## src/rtl/controle_leitura_andar_pkg.sv

```systemverilog
// Shared definitions for the floor-reading scheduler: FSM state codes and floor width.
package controle_leitura_andar_pkg;

    localparam int ANDAR_W = 2;
    // Confirmation and failure counts both span 1..15.
    localparam int CONT_W  = 4;

    typedef enum logic [2:0] {
        OCIOSO  = 3'd0,
        ESPERA  = 3'd1,
        DISPARA = 3'd2,
        AGUARDA = 3'd3,
        AVALIA  = 3'd4
    } estado_t;

    function automatic int max_int(input int a, input int b);
        return (a > b) ? a : b;
    endfunction

endpackage

```

## src/rtl/controle_leitura_andar_contador_m.sv

```systemverilog
// Modulo counter: counts while enabled and wraps to zero on the cycle it sits at fim_valor.
module contador_m #(
    parameter int W = 4
) (
    input  logic         clock,
    input  logic         reset,
    input  logic         clr,
    input  logic         en,
    input  logic [W-1:0] fim_valor,
    output logic         fim
);

    logic [W-1:0] cnt_q, cnt_d;

    assign fim = en && (cnt_q == fim_valor);

    always_comb begin
        cnt_d = cnt_q;
        if (clr || fim)
            cnt_d = '0;
        else if (en)
            cnt_d = cnt_q + 1'b1;
    end

    always_ff @(posedge clock or negedge reset) begin
        if (!reset)
            cnt_q <= '0;
        else
            cnt_q <= cnt_d;
    end

endmodule

```

## src/rtl/controle_leitura_andar.sv

```systemverilog
// Periodic measurement scheduler with pronto timeout and N-reading floor debounce.
module controle_leitura_andar
    import controle_leitura_andar_pkg::*;
#(
    parameter int PERIODO    = 5000000,
    parameter int TIMEOUT    = 2500000,
    parameter int N_CONFIRMA = 3,
    parameter int MAX_FALHAS = 3
) (
    input  logic               clock,
    input  logic               reset,
    input  logic               habilitar,
    input  logic               pronto,
    input  logic [ANDAR_W-1:0] andar_medido,
    output logic               medir,
    output logic [ANDAR_W-1:0] andar_atual,
    output logic               andar_valido,
    output logic               mudou_andar,
    output logic               subindo,
    output logic               descendo,
    output logic               erro_sensor,
    output logic [3:0]         db_estado
);

    localparam int CNT_MAX = max_int(PERIODO, TIMEOUT);
    localparam int CNT_W   = (CNT_MAX > 1) ? $clog2(CNT_MAX) : 1;
    localparam logic [CNT_W-1:0]  FIM_PERIODO = CNT_W'(PERIODO - 1);
    localparam logic [CNT_W-1:0]  FIM_TIMEOUT = CNT_W'(TIMEOUT - 1);
    localparam logic [CONT_W-1:0] CONF_N      = CONT_W'(N_CONFIRMA);
    localparam logic [CONT_W-1:0] FALHAS_N    = CONT_W'(MAX_FALHAS);

    estado_t              estado_q, estado_d;
    logic                 medir_q, medir_d;
    logic [ANDAR_W-1:0]   andar_q, andar_d;
    logic                 valido_q, valido_d;
    logic                 mudou_q, mudou_d;
    logic                 sub_q, sub_d;
    logic                 desc_q, desc_d;
    logic                 erro_q, erro_d;
    logic [ANDAR_W-1:0]   cap_q, cap_d;
    logic [ANDAR_W-1:0]   cand_q, cand_d;
    logic [CONT_W-1:0]    conf_q, conf_d;
    logic [CONT_W-1:0]    falhas_q, falhas_d;

    logic                 cnt_en, cnt_clr, cnt_fim;
    logic [CNT_W-1:0]     cnt_fim_valor;
    logic [ANDAR_W-1:0]   cand_nx;
    logic [CONT_W-1:0]    conf_nx, falhas_inc;
    logic                 aceita;

    // One counter serves both the inter-measurement gap and the pronto timeout.
    assign cnt_en        = habilitar && (estado_q == ESPERA || estado_q == AGUARDA);
    assign cnt_clr       = !cnt_en || (estado_q == AGUARDA && pronto);
    assign cnt_fim_valor = (estado_q == ESPERA) ? FIM_PERIODO : FIM_TIMEOUT;

    contador_m #(.W(CNT_W)) u_contador (
        .clock     (clock),
        .reset     (reset),
        .clr       (cnt_clr),
        .en        (cnt_en),
        .fim_valor (cnt_fim_valor),
        .fim       (cnt_fim)
    );

    always_comb begin
        if (cap_q == cand_q && conf_q != '0) begin
            cand_nx = cand_q;
            conf_nx = (conf_q >= CONF_N) ? CONF_N : conf_q + 1'b1;
        end else begin
            cand_nx = cap_q;
            conf_nx = CONT_W'(1);
        end
        aceita     = (conf_nx == CONF_N) && (!valido_q || cand_nx != andar_q);
        falhas_inc = (falhas_q == '1) ? falhas_q : falhas_q + 1'b1;
    end

    always_comb begin
        estado_d = estado_q;
        medir_d  = 1'b0;
        mudou_d  = 1'b0;
        andar_d  = andar_q;
        valido_d = valido_q;
        sub_d    = sub_q;
        desc_d   = desc_q;
        erro_d   = erro_q;
        cap_d    = cap_q;
        cand_d   = cand_q;
        conf_d   = conf_q;
        falhas_d = falhas_q;
        if (!habilitar) begin
            estado_d = OCIOSO;
            cand_d   = '0;
            conf_d   = '0;
        end else begin
            case (estado_q)
                OCIOSO: estado_d = ESPERA;
                ESPERA: if (cnt_fim) begin
                    estado_d = DISPARA;
                    medir_d  = 1'b1;
                end
                DISPARA: estado_d = AGUARDA;
                AGUARDA: begin
                    // A pronto on the timeout cycle still counts as a reading.
                    if (pronto) begin
                        cap_d    = andar_medido;
                        falhas_d = '0;
                        erro_d   = 1'b0;
                        estado_d = AVALIA;
                    end else if (cnt_fim) begin
                        falhas_d = falhas_inc;
                        if (falhas_inc >= FALHAS_N)
                            erro_d = 1'b1;
                        estado_d = ESPERA;
                    end
                end
                AVALIA: begin
                    cand_d   = cand_nx;
                    conf_d   = conf_nx;
                    estado_d = ESPERA;
                    if (aceita) begin
                        andar_d  = cand_nx;
                        valido_d = 1'b1;
                        mudou_d  = 1'b1;
                        sub_d    = valido_q && (cand_nx > andar_q);
                        desc_d   = valido_q && (cand_nx < andar_q);
                    end
                end
                default: estado_d = OCIOSO;
            endcase
        end
    end

    always_ff @(posedge clock or negedge reset) begin
        if (!reset) begin
            estado_q <= OCIOSO;
            medir_q  <= 1'b0;
            andar_q  <= '0;
            valido_q <= 1'b0;
            mudou_q  <= 1'b0;
            sub_q    <= 1'b0;
            desc_q   <= 1'b0;
            erro_q   <= 1'b0;
            cap_q    <= '0;
            cand_q   <= '0;
            conf_q   <= '0;
            falhas_q <= '0;
        end else begin
            estado_q <= estado_d;
            medir_q  <= medir_d;
            andar_q  <= andar_d;
            valido_q <= valido_d;
            mudou_q  <= mudou_d;
            sub_q    <= sub_d;
            desc_q   <= desc_d;
            erro_q   <= erro_d;
            cap_q    <= cap_d;
            cand_q   <= cand_d;
            conf_q   <= conf_d;
            falhas_q <= falhas_d;
        end
    end

    assign medir        = medir_q;
    assign andar_atual  = andar_q;
    assign andar_valido = valido_q;
    assign mudou_andar  = mudou_q;
    assign subindo      = sub_q;
    assign descendo     = desc_q;
    assign erro_sensor  = erro_q;
    assign db_estado    = {1'b0, estado_q};

endmodule

```

## config.mk

```make
export PLATFORM = sky130hd
export DESIGN_NAME = controle_leitura_andar
export DESIGN_NICKNAME = d
export VERILOG_FILES = /design/src/rtl/controle_leitura_andar_pkg.sv /design/src/rtl/controle_leitura_andar_contador_m.sv /design/src/rtl/controle_leitura_andar.sv
export SDC_FILE = /design/constraint.sdc
export NUM_CORES = 1
export LEC_CHECK = 0
export ABC_AREA = 0
export CORE_MARGIN = 4
export CORE_UTILIZATION = 45
export DETAILED_ROUTE_END_ITERATION = 8
export GPL_TIMING_DRIVEN = 0
export PLACE_DENSITY = 0.65
export SLEW_MARGIN = 25
export SYNTH_ARGS = -nofsm -noshare
export SYNTH_HDL_FRONTEND = slang
export SYNTH_SLANG_ARGS = --single-unit
```

## constraint.sdc

```tcl
create_clock -name clock -period 2.55 [get_ports clock]
set_clock_uncertainty 0.15 [all_clocks]
set_input_delay 0.6375 -clock clock [delete_from_list [all_inputs] [get_ports clock]]
set_output_delay 0.6375 -clock clock [all_outputs]
set_load 0.005 [all_outputs]
```

==> impl_results.md <==
- Status: complete, no violations
- Clk sinks: 46
- Hold Path Class: in2async
- Largest net degree at the start of global routing: 31
- Slew Limit Fails: 0
- H-Tree Depth: 2
- Initial Util: 47.4%
- Dpl hpwl: 3500 µm
- RePlAce Congestion: 0.783
- Peak VDD IR: roughly 0.00030 V
- Avg WL per Cell: 13.8 µm
- Antenna diode count: 0
- Maximum clock frequency: 0.405 GHz
- Vias in the first global route: 1866
- CP Max Fanout: 10
- Yosys top cell by area: dfrtp_1
- Final-report hold violation count: 0
- Gr usage total: 16.3%
- Initial antenna violation count: 0
- Commonest register cell after synthesis: dfrtp_1
- Final-stage net count: 293
- Syn Area/Cell: 9.63 µm²
- Setup_tns: 0 ns
- Kind of end point of the critical path: flip-flop
- Global route total overflow: 0
- Wire length on met1: 2280 µm
- Leak: 0.00121 µW
- Total Power: 1320 µW
- Die Ht: 82.0 µm
- Cts bufs inserted: 5
- Seq/Total Area, Yosys: 46.7%
- R2R cell count: 6
- Cells after synthesis: 256
- 1st-pass router iterations: 4
- Drt drc: 0
- Final setup vio count: 0
- Async set-reset flop share out of synthesis: 100%
- RSZ-0062 raised after global routing: false
- Final worst path period share: a little over nine tenths
- Synth area leaders: dfrtp_1 47%, xnor2_1 5.3%, nor2_1 4.6%, nand3_1 3.5%, nand2_1 3.2%
- EDFF count, synth: 0
- P per Cell Area: 457 nW/µm²
- Critical Path Start Type: primary input
- TritonCTS clock tree: yes
- Synth top area share: a little under half
- Setup slack, reg-to-reg: ~0.15 ns
- CP bufs+invs: 1
- Seq cells post-synth: 46
- Met3 Wirelength: between 150 and 200 µm
- Routed wl met2: between 2000 and 2500 µm
- Die ar.: 6730 µm²
- Clock Tree Root: clkbuf_8
- Initial DRC count: roughly 180
- Final Instance Area: about 2900 µm²
- Vias/cell: 5.41
- CP Cell Sequence: clkdlybuf4s50_1, nand3b_1, nor4_4, nand2_4, or3_1, a211oi_1
- Worst reg2reg endpoint: andar_atual[1]
- Max Used Layer: met4
- Post-DRT Antenna Nets: 0
- Core ar.: 5200 µm²
- WL final: 4860 µm
- Max Root-Sink Buffers: 2
- Post-CTS Hold Fix Bufs: 0
- CP arrival: between 2 and 3 ns
- Core Rows: 26
- IO Port Bufs: 16
- Top cell family by delay on the critical path: simple AND/OR/NAND/NOR gates
- Slowest CP cell: clkdlybuf4s50_1
- First-pass GRT wire length: 8430 µm
- IO Pins: 18
- Synth Cell Area: 2460 µm²
- Reg clk slew, reported paths: 0.08 ns
- Critical path class: in2reg
- Reg2reg start: estado_q[1]
- Tmin final: around 2.5 ns
- Clock latency on the worst-skew pair: 0.29 ns
- Share of cells above drive strength 1: 11.0%
- Max cap viols: 0
- Number of synthesis warnings: 0
- Synth cell types: 53
- Slowest stage delay, CP: 0.49 ns
- Area grow syn2layout: 17.2%
- Die extent in x: 82.0 µm
- Post-DP Area: 2730 µm²
- CP Data Required Time: between 2 and 3 ns
- Via count: approximately 1900
- Net Count, Synth: 268
-- logic make-up (layout without fill, tap and decap cells) --
kind of cell / count (synthesis) / after routing / synth area share [%]
muxes: 2 / 2 / 0.914
xor gates and xnor gates: 23 / 23 / 8.17
other: 1 / 1 / 0.152
buffers and inverters: 23 / 49 / 4.21
DFF: 46 / 46 / 46.7
adders and majority gates: 6 / 6 / 3.05
AOI/OAI and AO/OA: 31 / 31 / 9.04
and+or+nand+nor: 124 / 124 / 27.8
-- flip-flops by register name (all words and copies together), names as in the netlist, 2 cells and up --
name and cells:
andar_atual 2, cand_q 2, cap_q 2, conf_q 4, estado_q 3, falhas_q 4
u_contador.cnt_q 23
-- cell type report --
cell class                      instances  area, µm²
Multi-Input combinational cell        187       1240
Tap cell                               70       87.6
Clock buffer                            7       76.3
Clock inverter                          1       30.0
Inverter                               15       56.3
Buffer                                  7       48.8
Timing Repair Buffer                   19        190
Fill cell                             494       2320
Sequential cell                        46       1150
-- worst max path at each step --
stage                     start  slack [ns]                   end  cells after the start
CTS                   habilitar       0.005  u_contador.cnt_q[21]                      7
global placement          reset       -0.59           falhas_q[2]                      1
finish                habilitar        0.08           falhas_q[3]                      6
floorplan           estado_q[1]        0.24        andar_atual[0]                      7
global route          habilitar        0.01           falhas_q[3]                      6
detailed placement    habilitar       -0.64  u_contador.cnt_q[12]                      7
-- Yosys cell counts (2+ instances only) --
cell type / n
nand2b_1: 3
or2_2: 2
and2_1: 2
a21boi_0: 3
buf_4: 2
o41ai_1: 2
mux2_2: 2
xnor2_1: 15
buf_2: 2
or3_1: 3
and3b_1: 2
inv_1: 15
nor3_1: 8
ha_1: 6
o311ai_0: 3
xor2_1: 8
o32ai_1: 2
a2bb2oi_1: 2
nand2_1: 21
nor3b_1: 2
nand3b_1: 2
a21oi_1: 3
and3_1: 7
nand4_1: 4
dfrtp_1: 46
o21ai_0: 5
nor4b_1: 2
clkbuf_1: 3
a31oi_1: 4
nor4_1: 7
nor2_1: 30
nand3_1: 17
-- where the power goes --
part	leakage [µW]	internal (µW)	switching [µW]	total, µW
Combinational	0.000531	24.6	37.8	62.4
Clock	0.0000524	293	223	516
Sequential	0.000622	734	6.04	740
Total	0.00121	1050	267	1320
-- layout by cell type, fill, tap and decap left out, drive strengths merged, types with 2 or more instances in the layout --
master,instances
nand3b,2
mux2,2
nor4b,2
a2bb2oi,2
nand4,4
a31oi,4
o311ai,3
nand3,17
dfrtp,46
o32ai,2
and2,2
nand2b,3
o41ai,2
o21ai,6
buf,8
or3,3
inv,15
a21boi,3
or2,2
nor3b,3
nand2,22
clkdlybuf4s50,15
and3b,2
nor2,30
xor2,8
a21oi,3
xnor2,15
ha,6
and3,7
clkbuf,10
nor3,8
nor4,8
-- timing repair --
action                                  4_1_cts  5_1_grt
gates resized for setup                       4        7
endpoints found under the setup margin       27       26
pin swaps                                     0        1
setup buffers                                 0        2
-- metal layers --
metal / GRT usage [%] / up-vias
li1: - / 945
met5: 0 / -
met2: 26.7 / 27
met3: 3.40 / 3
met1: 21.4 / 930
met4: 5.65 / 0
-- metrics by stage --
| step | hold slack (ns) | setup WS [ns] | util, % | std cells |
|---|---|---|---|---|
| after global routing | 0.129 | 0.0114 | 55.5 | 352 |
| after detailed placement | 0.330 | -0.639 | 52.4 | 343 |
| after floorplan | 0.192 | 0.238 | - | 256 |
| after CTS | 0.114 | 0.00505 | 54.9 | 351 |
| after global placement | 0.320 | -0.589 | 52.1 | 342 |
| final | 0.108 | 0.0795 | 55.5 | 352 |
Note: power is estimated with default switching activity, not from simulation.
